## src/rtl/mem_arbiter_if.sv

```systemverilog
// Request/response bundle for mem_arbiter: IFU and LSU request channels,
// the downstream memory channel and the busy flag.
interface mem_arbiter_if #(
    parameter int ADDR_WIDTH = 32,
    parameter int DATA_WIDTH = 32
);
    logic                      ifu_req_valid;
    logic                      ifu_req_ready;
    logic [ADDR_WIDTH-1:0]     ifu_addr;
    logic                      ifu_resp_valid;
    logic [DATA_WIDTH-1:0]     ifu_rdata;

    logic                      lsu_req_valid;
    logic                      lsu_req_ready;
    logic [ADDR_WIDTH-1:0]     lsu_addr;
    logic                      lsu_wen;
    logic [DATA_WIDTH-1:0]     lsu_wdata;
    logic [DATA_WIDTH/8-1:0]   lsu_wmask;
    logic                      lsu_resp_valid;
    logic [DATA_WIDTH-1:0]     lsu_rdata;

    logic                      mem_req_valid;
    logic                      mem_req_ready;
    logic [ADDR_WIDTH-1:0]     mem_addr;
    logic                      mem_wen;
    logic [DATA_WIDTH-1:0]     mem_wdata;
    logic [DATA_WIDTH/8-1:0]   mem_wmask;
    logic                      mem_resp_valid;
    logic [DATA_WIDTH-1:0]     mem_rdata;

    logic                      busy;

    // Arbiter side
    modport slave (
        input  ifu_req_valid, ifu_addr,
        input  lsu_req_valid, lsu_addr, lsu_wen, lsu_wdata, lsu_wmask,
        input  mem_req_ready, mem_resp_valid, mem_rdata,
        output ifu_req_ready, ifu_resp_valid, ifu_rdata,
        output lsu_req_ready, lsu_resp_valid, lsu_rdata,
        output mem_req_valid, mem_addr, mem_wen, mem_wdata, mem_wmask,
        output busy
    );

    // Requester/memory side
    modport master (
        output ifu_req_valid, ifu_addr,
        output lsu_req_valid, lsu_addr, lsu_wen, lsu_wdata, lsu_wmask,
        output mem_req_ready, mem_resp_valid, mem_rdata,
        input  ifu_req_ready, ifu_resp_valid, ifu_rdata,
        input  lsu_req_ready, lsu_resp_valid, lsu_rdata,
        input  mem_req_valid, mem_addr, mem_wen, mem_wdata, mem_wmask,
        input  busy
    );
endinterface

```

## src/rtl/mem_arbiter.sv

```systemverilog
// IFU/LSU shared memory-port arbiter, one outstanding transaction.
// Define ARB_ROUND_ROBIN_EN for alternating grant on contention (default: LSU priority).
module mem_arbiter #(
    parameter int ADDR_WIDTH = 32,
    parameter int DATA_WIDTH = 32
) (
    input  logic          clk,
    input  logic          rst,
    mem_arbiter_if.slave  bus
);
    localparam int MASK_W = DATA_WIDTH / 8;

    localparam logic [1:0] S_IDLE  = 2'd0;
    localparam logic [1:0] S_ISSUE = 2'd1;
    localparam logic [1:0] S_WAIT  = 2'd2;
    localparam logic [1:0] S_RESP  = 2'd3;

    logic [1:0]            r_state;
    logic [ADDR_WIDTH-1:0] r_addr;
    logic                  r_wen;
    logic [DATA_WIDTH-1:0] r_wdata;
    logic [MASK_W-1:0]     r_wmask;
    logic                  r_grant;      // 1 = LSU owns the transaction
    logic [DATA_WIDTH-1:0] r_ifu_rdata;
    logic [DATA_WIDTH-1:0] r_lsu_rdata;

    logic w_idle;
    logic w_lsu_first;
    logic w_lsu_win;
    logic w_ifu_win;
    logic w_accept;

    assign w_idle = (r_state == S_IDLE);

`ifdef ARB_ROUND_ROBIN_EN
    logic r_last_grant;                  // 1 = LSU was granted last

    assign w_lsu_first = ~r_last_grant;

    always_ff @(posedge clk) begin
        if (rst)
            r_last_grant <= 1'b0;
        else if (w_accept)
            r_last_grant <= w_lsu_win;
    end
`else
    assign w_lsu_first = 1'b1;
`endif

    // Priority only matters when both request; a lone requester always wins.
    assign w_lsu_win = w_idle & bus.lsu_req_valid & (~bus.ifu_req_valid | w_lsu_first);
    assign w_ifu_win = w_idle & bus.ifu_req_valid & ~w_lsu_win;
    assign w_accept  = w_lsu_win | w_ifu_win;

    always_ff @(posedge clk) begin
        if (rst) begin
            r_state     <= S_IDLE;
            r_addr      <= '0;
            r_wen       <= 1'b0;
            r_wdata     <= '0;
            r_wmask     <= '0;
            r_grant     <= 1'b0;
            r_ifu_rdata <= '0;
            r_lsu_rdata <= '0;
        end else begin
            case (r_state)
                S_IDLE: begin
                    if (w_lsu_win) begin
                        r_addr  <= bus.lsu_addr;
                        r_wen   <= bus.lsu_wen;
                        r_wdata <= bus.lsu_wdata;
                        r_wmask <= bus.lsu_wmask;
                        r_grant <= 1'b1;
                        r_state <= S_ISSUE;
                    end else if (w_ifu_win) begin
                        r_addr  <= bus.ifu_addr;
                        r_wen   <= 1'b0;
                        r_wdata <= '0;
                        r_wmask <= '0;
                        r_grant <= 1'b0;
                        r_state <= S_ISSUE;
                    end
                end
                S_ISSUE: begin
                    if (bus.mem_req_ready)
                        r_state <= S_WAIT;
                end
                S_WAIT: begin
                    if (bus.mem_resp_valid) begin
                        if (r_grant)
                            r_lsu_rdata <= r_wen ? '0 : bus.mem_rdata;
                        else
                            r_ifu_rdata <= bus.mem_rdata;
                        r_state <= S_RESP;
                    end
                end
                default: r_state <= S_IDLE;
            endcase
        end
    end

    assign bus.ifu_req_ready  = w_ifu_win;
    assign bus.lsu_req_ready  = w_lsu_win;
    assign bus.ifu_resp_valid = (r_state == S_RESP) & ~r_grant;
    assign bus.lsu_resp_valid = (r_state == S_RESP) &  r_grant;
    assign bus.ifu_rdata      = r_ifu_rdata;
    assign bus.lsu_rdata      = r_lsu_rdata;
    assign bus.mem_req_valid  = (r_state == S_ISSUE);
    assign bus.mem_addr       = r_addr;
    assign bus.mem_wen        = r_wen;
    assign bus.mem_wdata      = r_wdata;
    assign bus.mem_wmask      = r_wmask;
    assign bus.busy           = ~w_idle;
endmodule

```

## src/flat_wrapper.sv

```systemverilog
// flat-port wrapper written by rule: the top's interface ports become plain ports
module mem_arbiter_flat 
#(
    parameter int ADDR_WIDTH = 32,
    parameter int DATA_WIDTH = 32
)
  (clk, rst, bus_ifu_req_valid, bus_ifu_addr, bus_lsu_req_valid, bus_lsu_addr, bus_lsu_wen, bus_lsu_wdata, bus_lsu_wmask, bus_mem_req_ready, bus_mem_resp_valid, bus_mem_rdata, bus_ifu_req_ready, bus_ifu_resp_valid, bus_ifu_rdata, bus_lsu_req_ready, bus_lsu_resp_valid, bus_lsu_rdata, bus_mem_req_valid, bus_mem_addr, bus_mem_wen, bus_mem_wdata, bus_mem_wmask, bus_busy);
  mem_arbiter_if #(.ADDR_WIDTH(ADDR_WIDTH), .DATA_WIDTH(DATA_WIDTH)) bus_i ();
  input  logic clk;
  input  logic rst;
  input wire logic [$bits(bus_i.ifu_req_valid)-1:0] bus_ifu_req_valid;
  input wire logic [$bits(bus_i.ifu_addr)-1:0] bus_ifu_addr;
  input wire logic [$bits(bus_i.lsu_req_valid)-1:0] bus_lsu_req_valid;
  input wire logic [$bits(bus_i.lsu_addr)-1:0] bus_lsu_addr;
  input wire logic [$bits(bus_i.lsu_wen)-1:0] bus_lsu_wen;
  input wire logic [$bits(bus_i.lsu_wdata)-1:0] bus_lsu_wdata;
  input wire logic [$bits(bus_i.lsu_wmask)-1:0] bus_lsu_wmask;
  input wire logic [$bits(bus_i.mem_req_ready)-1:0] bus_mem_req_ready;
  input wire logic [$bits(bus_i.mem_resp_valid)-1:0] bus_mem_resp_valid;
  input wire logic [$bits(bus_i.mem_rdata)-1:0] bus_mem_rdata;
  output wire logic [$bits(bus_i.ifu_req_ready)-1:0] bus_ifu_req_ready;
  output wire logic [$bits(bus_i.ifu_resp_valid)-1:0] bus_ifu_resp_valid;
  output wire logic [$bits(bus_i.ifu_rdata)-1:0] bus_ifu_rdata;
  output wire logic [$bits(bus_i.lsu_req_ready)-1:0] bus_lsu_req_ready;
  output wire logic [$bits(bus_i.lsu_resp_valid)-1:0] bus_lsu_resp_valid;
  output wire logic [$bits(bus_i.lsu_rdata)-1:0] bus_lsu_rdata;
  output wire logic [$bits(bus_i.mem_req_valid)-1:0] bus_mem_req_valid;
  output wire logic [$bits(bus_i.mem_addr)-1:0] bus_mem_addr;
  output wire logic [$bits(bus_i.mem_wen)-1:0] bus_mem_wen;
  output wire logic [$bits(bus_i.mem_wdata)-1:0] bus_mem_wdata;
  output wire logic [$bits(bus_i.mem_wmask)-1:0] bus_mem_wmask;
  output wire logic [$bits(bus_i.busy)-1:0] bus_busy;
  assign bus_i.ifu_req_valid = bus_ifu_req_valid;
  assign bus_i.ifu_addr = bus_ifu_addr;
  assign bus_i.lsu_req_valid = bus_lsu_req_valid;
  assign bus_i.lsu_addr = bus_lsu_addr;
  assign bus_i.lsu_wen = bus_lsu_wen;
  assign bus_i.lsu_wdata = bus_lsu_wdata;
  assign bus_i.lsu_wmask = bus_lsu_wmask;
  assign bus_i.mem_req_ready = bus_mem_req_ready;
  assign bus_i.mem_resp_valid = bus_mem_resp_valid;
  assign bus_i.mem_rdata = bus_mem_rdata;
  assign bus_ifu_req_ready = bus_i.ifu_req_ready;
  assign bus_ifu_resp_valid = bus_i.ifu_resp_valid;
  assign bus_ifu_rdata = bus_i.ifu_rdata;
  assign bus_lsu_req_ready = bus_i.lsu_req_ready;
  assign bus_lsu_resp_valid = bus_i.lsu_resp_valid;
  assign bus_lsu_rdata = bus_i.lsu_rdata;
  assign bus_mem_req_valid = bus_i.mem_req_valid;
  assign bus_mem_addr = bus_i.mem_addr;
  assign bus_mem_wen = bus_i.mem_wen;
  assign bus_mem_wdata = bus_i.mem_wdata;
  assign bus_mem_wmask = bus_i.mem_wmask;
  assign bus_busy = bus_i.busy;
  mem_arbiter #(.ADDR_WIDTH(ADDR_WIDTH), .DATA_WIDTH(DATA_WIDTH)) u_core (.clk(clk), .rst(rst), .bus(bus_i));
endmodule
```

## config.mk

```make
export PLATFORM = sky130hd
export DESIGN_NAME = mem_arbiter_flat
export DESIGN_NICKNAME = d
export VERILOG_FILES = /design/src/rtl/mem_arbiter_if.sv /design/src/rtl/mem_arbiter.sv /design/src/flat_wrapper.sv
export SDC_FILE = /design/constraint.sdc
export NUM_CORES = 1
export LEC_CHECK = 0
export CELL_PAD_IN_SITES_DETAIL_PLACEMENT = 1
export CELL_PAD_IN_SITES_GLOBAL_PLACEMENT = 1
export CORE_ASPECT_RATIO = 0.75
export CORE_MARGIN = 3
export CORE_UTILIZATION = 30
export CTS_BUF_LIST = sky130_fd_sc_hd__clkbuf_16
export DETAILED_ROUTE_END_ITERATION = 8
export PLACE_DENSITY_LB_ADDON = 0.3
export SLEW_MARGIN = 20
export SYNTH_ARGS = -nofsm -noshare
export SYNTH_HDL_FRONTEND = slang
export SYNTH_SLANG_ARGS = --single-unit
```

## constraint.sdc

```tcl
create_clock -name clk -period 4.82 [get_ports clk]
set_input_delay 0.964 -clock clk [delete_from_list [all_inputs] [get_ports clk]]
set_output_delay 0.964 -clock clk [all_outputs]
set_load 0.02 [all_outputs]
```

==> out/metrics.cfg, run 1 <==
[pwr]
internal-power_mw = 3.04
p_seq_frac = 0.312
combPwrFrac = 0.400
p_sw_mw = 1.77
p_leak_nw = 3.13
peakVddDrop_mv = 0.238
p_sw_frac = 0.367
pwr-share-clk = 0.288
p_per_area_nw_per_um2 = 549

[global_routing]
met2_usage = 0.358
grtUsageMet3 = 0.0777
met1_usage = 0.240
grt_remaining_overflow = 0
grt_usage = 0.206
top_usage_layer = met2
grt_pass1_wl_mm = 32.0
antenna_found_initial = 0
grt_max_degree = 104
grt_pass1_vias = 5952

[worst_hold_path]
worstHoldPathType = flop to flop
hold_path_depth = 2
min_to = u_core.bus.lsu_rdata[21]$_SDFFE_PP0P_
min_from = u_core.bus.lsu_rdata[21]$_SDFFE_PP0P_

[clock_tree]
clock_sinks = 136
cts-buffers-inserted = 17
cts_tree = built
ctsLongestPathBuffers = 2
cts-hold-fix-buffers = 0
clk_pin_slew_worst_paths_ns = 0.06
htreeDepth = 4
clk-insertion-delay-late_ns = 0.41
cts_root_buffer = clkbuf_16
cts_resized = 0
post_cts_buffers = 0

[critical_path]
r2r_cells = 7
timing.rr.end = u_core.bus.mem_addr[14]$_SDFFE_PP0P_
critPathMostFrequentCell = clkdlybuf4s50_1
max_stage_delay_ns = 0.85
worstPathMaxFanout = 17
arrival_ns = 2.68
cpMaxStageDelayCell = clkdlybuf4s50_1
crit_chain = clkdlybuf4s50_1 -> nand2_1 -> inv_1 -> clkdlybuf4s50_1
critical_path_class = input pin to primary output
end_kind = primary output
r2r_slack_ns = 1.69
critPathRequiredTime_ns = 3.86
r2r-start = u_core.r_state[0]$_SDFFE_PP0P_
cp-start-kind = input pin

[job]
maxCapViolCount = 0

[placement]
port_buffers = 277
dp_hpwl_mm = 14.1
gp_congestion = 0.778

[cells_and_area]
mostFrequentLayoutCells = 276 x clkdlybuf4s50_1, 136 x dfxtp_1, 129 x nand2_1
final_util = 0.516
fill_cells = 1933
fin_nets = 1017
layout-drive-gt1-share = 0.0497
mostFrequentLayoutCell = clkdlybuf4s50_1
diodes = 0
area_growth_pct = 67.2

[floorplanning]
die_area_um2 = 19100
core-area_um2 = 17000
dieHeight_um = 121
start_util = 0.309
die_w_um = 159
ios = 278
rows = 41

[logic_synthesis]
synth.ff_latch_count = 136
ys_warn_count = 0
synth_area_um2 = 5250
syn_nets = 766
netlist_instances = 622
synth_area_per_cell_um2 = 8.43
ys_seq_area_frac = 0.519
synthDistinctLibCells = 27

[timing]
final_hold_viol_count = 0
period_needed_ns = 3.64
worst_pin_slew_ns = 0.971
finalCritPeriodShare = 0.755
rsz0062_at_grt = false
relSlewSlack = 0.353
fmax_ghz = 0.275
finalSetupViolCount = 0
fin_setup_tns_ns = 0
maxSlewViolCount = 0
skew_ns = 0.00947

[outcome]
outcome = finished, final reports clean

[routing]
ant_nets = 0
vias_per_cell = 4.95
routedWlPerCell_um = 17.9
drc_errors = 0
vias = 5557
drt_wl_total_mm = 20.1
drtIter0Drc = 259
firstDrtPassIters = 4

[cells by family after synthesis]
kind of cell / count (synthesis) / share of synthesized area
and+or+nand+nor: 279 / 0.236
buffers and inverters: 63 / 0.0541
AOI/OAI and AO/OA: 137 / 0.175
muxes: 2 / 0.00405
DFF: 136 / 0.519
adders and majority gates: 5 / 0.0119
[power groups by stage]
stage               Clock [mW]  Sequential (mW)  Combinational [mW]
floorplan                    0             1.77               0.852
global placement             0             1.50                1.86
detailed placement           0             1.52                1.93
CTS                       1.42             1.50                1.94
global route              1.48             1.53                2.09
finish                    1.39             1.50                1.93
[area by class of cell]
cell class / count / area, um2 / area share
Tap cell: 236 / 295 / 0.0337
Multi-Input combinational cell: 423 / 2240 / 0.255
Inverter: 6 / 22.5 / 0.00257
Clock inverter: 15 / 200 / 0.0228
Sequential cell: 136 / 2720 / 0.310
Clock buffer: 17 / 425 / 0.0485
Timing Repair Buffer: 289 / 2860 / 0.327
[stage by stage]
| stage | std cells | power [mW] | setup slack, ns | area, um2 | hold slack, ns |
|---|---|---|---|---|---|
| after CTS | 1122 | 4.86 | 1.20 | 8770 | 0.458 |
| after floorplan | 622 | 2.63 | 2.24 | 5250 | 0.482 |
| after global routing | 1122 | 5.10 | 1.05 | 8770 | 0.480 |
| after global placement | 1090 | 3.36 | 1.21 | 8140 | 0.439 |
| after detailed placement | 1090 | 3.45 | 1.20 | 8140 | 0.449 |
| final | 1122 | 4.81 | 1.18 | 8770 | 0.455 |
[registers in the layout, summed over array words and instances (netlist names)]
register / count
u_core.bus.ifu_rdata: 32
u_core.r_state: 2
u_core.bus.mem_wen: 1
u_core.bus.mem_wmask: 4
u_core.bus.mem_wdata: 32
u_core.r_grant: 1
u_core.bus.lsu_rdata: 32
u_core.bus.mem_addr: 32
[critical path: cells and delay by family]
family,cells,cell delay [ns]
AND/OR/NAND/NOR,1,0.16
buffers and inverters,3,1.55
[layer usage]
metal / routed length, um / up-vias
met3: 1470 / 26
met2: 9800 / 180
met5: 0 / -
li1: - / 2644
met1: 8460 / 2707
met4: 361 / 0
[cells in the mapped netlist (all sizes together)]
cell    instances  area (um2)
nand2         130         490
nand3          34         170
nor2b           2        12.5
and2            1        6.26
inv             6        22.5
dfxtp         136        2720
buf            24         138
a222oi          1        10.0
a21oi          65         325
nor3            1        5.00
clkbuf         33         124
nand2b          2        12.5
mux2i           1        10.0
o211ai          1        12.5
and3b           1        8.76
o211a           1        10.0
a22oi          37         278
mux2            1        11.3
ha              5        62.6
a311oi         32         280
nand3b         33         248
nor2           73         274
and3            2        12.5
[worst max-delay path by stage]
stage | slack [ns] | start | to | cells after the start
floorplan | 2.24 | bus_lsu_req_valid | bus_ifu_req_ready | 3
global placement | 1.21 | bus_lsu_req_valid | bus_lsu_req_ready | 4
detailed placement | 1.20 | bus_lsu_req_valid | bus_lsu_req_ready | 4
CTS | 1.20 | bus_lsu_req_valid | bus_lsu_req_ready | 4
global route | 1.05 | u_core.r_state[0]$_SDFFE_PP0P_ | bus_ifu_req_ready | 5
finish | 1.18 | bus_lsu_req_valid | bus_lsu_req_ready | 4
Note: power is estimated with default switching activity, not from simulation.
==> inputs of run 2 (changes only) <==
--- a/config.mk
+++ b/config.mk
@@ -9,7 +9,7 @@
 export CELL_PAD_IN_SITES_GLOBAL_PLACEMENT = 1
 export CORE_ASPECT_RATIO = 0.75
 export CORE_MARGIN = 3
-export CORE_UTILIZATION = 30
+export CORE_UTILIZATION = 27
 export CTS_BUF_LIST = sky130_fd_sc_hd__clkbuf_16
 export DETAILED_ROUTE_END_ITERATION = 8
 export PLACE_DENSITY_LB_ADDON = 0.3
==> constraint.sdc (replaced) <==
create_clock -name clk -period 3.8 [get_ports clk]
set_input_delay 0.76 -clock clk [delete_from_list [all_inputs] [get_ports clk]]
set_output_delay 0.76 -clock clk [all_outputs]
set_load 0.02 [all_outputs]
==> out/metrics.cfg, run 2 (synthesis results as in run 1) <==
[timing]
skew_ns = 0.00743  ; -0.00203 ns
final_hold_viol_count = 0  ; unchanged
relSlewSlack = 0.573  ; +0.220
period_needed_ns = 2.97
fmax_ghz = 0.337
fin_setup_tns_ns = 0  ; unchanged
rsz0062_at_grt = false
finalCritPeriodShare = 0.782
maxSlewViolCount = 0  ; unchanged
worst_pin_slew_ns = 0.640  ; -0.331 ns
finalSetupViolCount = 0  ; unchanged
setup_ws_ns = 0.830  ; -0.351 ns

[global_routing]
grt_pass1_wl_mm = 31.8  ; -0.67%
antenna_found_initial = 0  ; unchanged
grt_max_degree = 55  ; -47%
met1_usage = 0.242  ; +0.00279
grtUsageMet3 = 0.0773  ; -0.000481
grt_remaining_overflow = 0  ; unchanged
grt_pass1_vias = 5683  ; -4.5%
top_usage_layer = met2
met2_usage = 0.292  ; -0.0665
grt_usage = 0.189  ; -0.0178

[clock_tree]
ctsLongestPathBuffers = 2  ; unchanged
clock_sinks = 136  ; unchanged
clk-insertion-delay-late_ns = 0.41  ; about the same
cts_tree = built
cts-buffers-inserted = 17  ; unchanged
cts_resized = 0  ; unchanged
clk_pin_slew_worst_paths_ns = 0.05  ; about the same
cts-hold-fix-buffers = 0  ; unchanged
post_cts_buffers = 0  ; unchanged
htreeDepth = 4  ; unchanged
cts_root_buffer = clkbuf_16

[pwr]
p_total_mw = 6.02  ; +25%
p_sw_frac = 0.368  ; +0.000709
p_leak_nw = 3.11  ; -0.57%
pwr-share-clk = 0.277  ; -0.011
p_per_area_nw_per_um2 = 685  ; +25%
peakVddDrop_mv = 0.299  ; +26%
p_seq_frac = 0.314  ; +0.002
p_sw_mw = 2.21  ; +25%
internal-power_mw = 3.80  ; +25%
combPwrFrac = 0.409  ; +0.009

[cells_and_area]
final_util = 0.467  ; -0.0491
fill_cells = 2197  ; +14%
mostFrequentLayoutCells = 276 x clkdlybuf4s50_1, 136 x dfxtp_1, 129 x nand2_1
mostFrequentLayoutCell = clkdlybuf4s50_1
ff_latch_area_um2 = 2720  ; unchanged
layout-drive-gt1-share = 0.0519  ; +0.00226
fin_nets = 1019  ; +0.20%
multiInputGateArea_um2 = 2240  ; unchanged
area_growth_pct = 67.3  ; about the same
diodes = 0  ; unchanged

[floorplanning]
ios = 278  ; unchanged
rows = 43  ; +4.9%
die_w_um = 167  ; +5.2%
core-area_um2 = 18800  ; +11%
start_util = 0.279  ; -0.0296
die_area_um2 = 21200  ; +11%
dieHeight_um = 127  ; +5.1%

[routing]
vias_per_cell = 4.81  ; -2.9%
ant_nets = 0  ; unchanged
vias = 5450  ; -1.9%
drtIter0Drc = 306  ; +18%
routedWlPerCell_um = 17.8  ; -0.53%
drt_wl_total_mm = 20.2  ; +0.45%
firstDrtPassIters = 4  ; unchanged
drc_errors = 0  ; unchanged

[critical_path]
worstPathMaxFanout = 18  ; +1
critical_path_class = input pin to primary output
arrival_ns = 2.21  ; -0.47 ns
end_kind = primary output
cp-start-kind = input pin
critPathRequiredTime_ns = 3.04  ; -0.82 ns

[outcome]
outcome = finished, final reports clean

[placement]
dp_hpwl_mm = 14.2  ; +0.65%
gp_congestion = 0.787  ; +1.1%
port_buffers = 277  ; unchanged
dp_slack_ns = 0.832  ; -0.368 ns

[job]
maxCapViolCount = 0  ; unchanged

[worst_hold_path]
worstHoldPathType = flop to flop

==> run 2: final timing paths <==
path,startpoint,end,slack (ns),cells past startpoint
worst max-delay path,bus_lsu_req_valid,bus_lsu_req_ready,0.83,5
worst max register to register,u_core.r_state[1]$_SDFFE_PP0P_,u_core.bus.mem_addr[21]$_SDFFE_PP0P_,1.25,7
worst min register to register,u_core.bus.lsu_rdata[29]$_SDFFE_PP0P_,u_core.bus.lsu_rdata[29]$_SDFFE_PP0P_,0.45,2
worst min-delay path,u_core.bus.lsu_rdata[29]$_SDFFE_PP0P_,u_core.bus.lsu_rdata[29]$_SDFFE_PP0P_,0.45,2
==> run 2: power by group through the flow <==
stage	clock (mW)	combinational [mW]	sequential, mW
floorplan	0	1.08	2.25
global placement	0	2.46	1.91
detailed placement	0	2.49	1.92
CTS	1.72	2.50	1.89
global route	1.79	2.69	1.93
finish	1.66	2.46	1.89
==> run 2: critical path, stage by stage <==
cell and delay (ns):
clkdlybuf4s50_1 0.45, buf_4 0.22, nand2_1 0.10, inv_1 0.08, clkdlybuf4s50_1 0.60
==> run 2: area by class of cell <==
type,count,share of cell area
timing repair buffer,291,0.330
sequential,136,0.310
multi-input combinational,423,0.255
clock buffer,17,0.0485
tap,247,0.0352
clock inverter,13,0.0178
inverter,6,0.00257
==> run 2: metrics by stage <==
step	std cells	cell area [um2]	hold WS [ns]
3_5_place_dp	1103	8190	0.447
3_3_place_gp	1103	8190	0.439
5_1_grt	1133	8780	0.469
2_1_floorplan	622	5250	0.482
6_report	1133	8780	0.451
4_1_cts	1133	8780	0.455
==> run 2: layer usage <==
metal / vias to the layer above / share of wire
met2: 171 / 0.46
met4: 0 / 0.016
li1: 2649 / -
met1: 2607 / 0.44
met5: - / 0
met3: 23 / 0.082
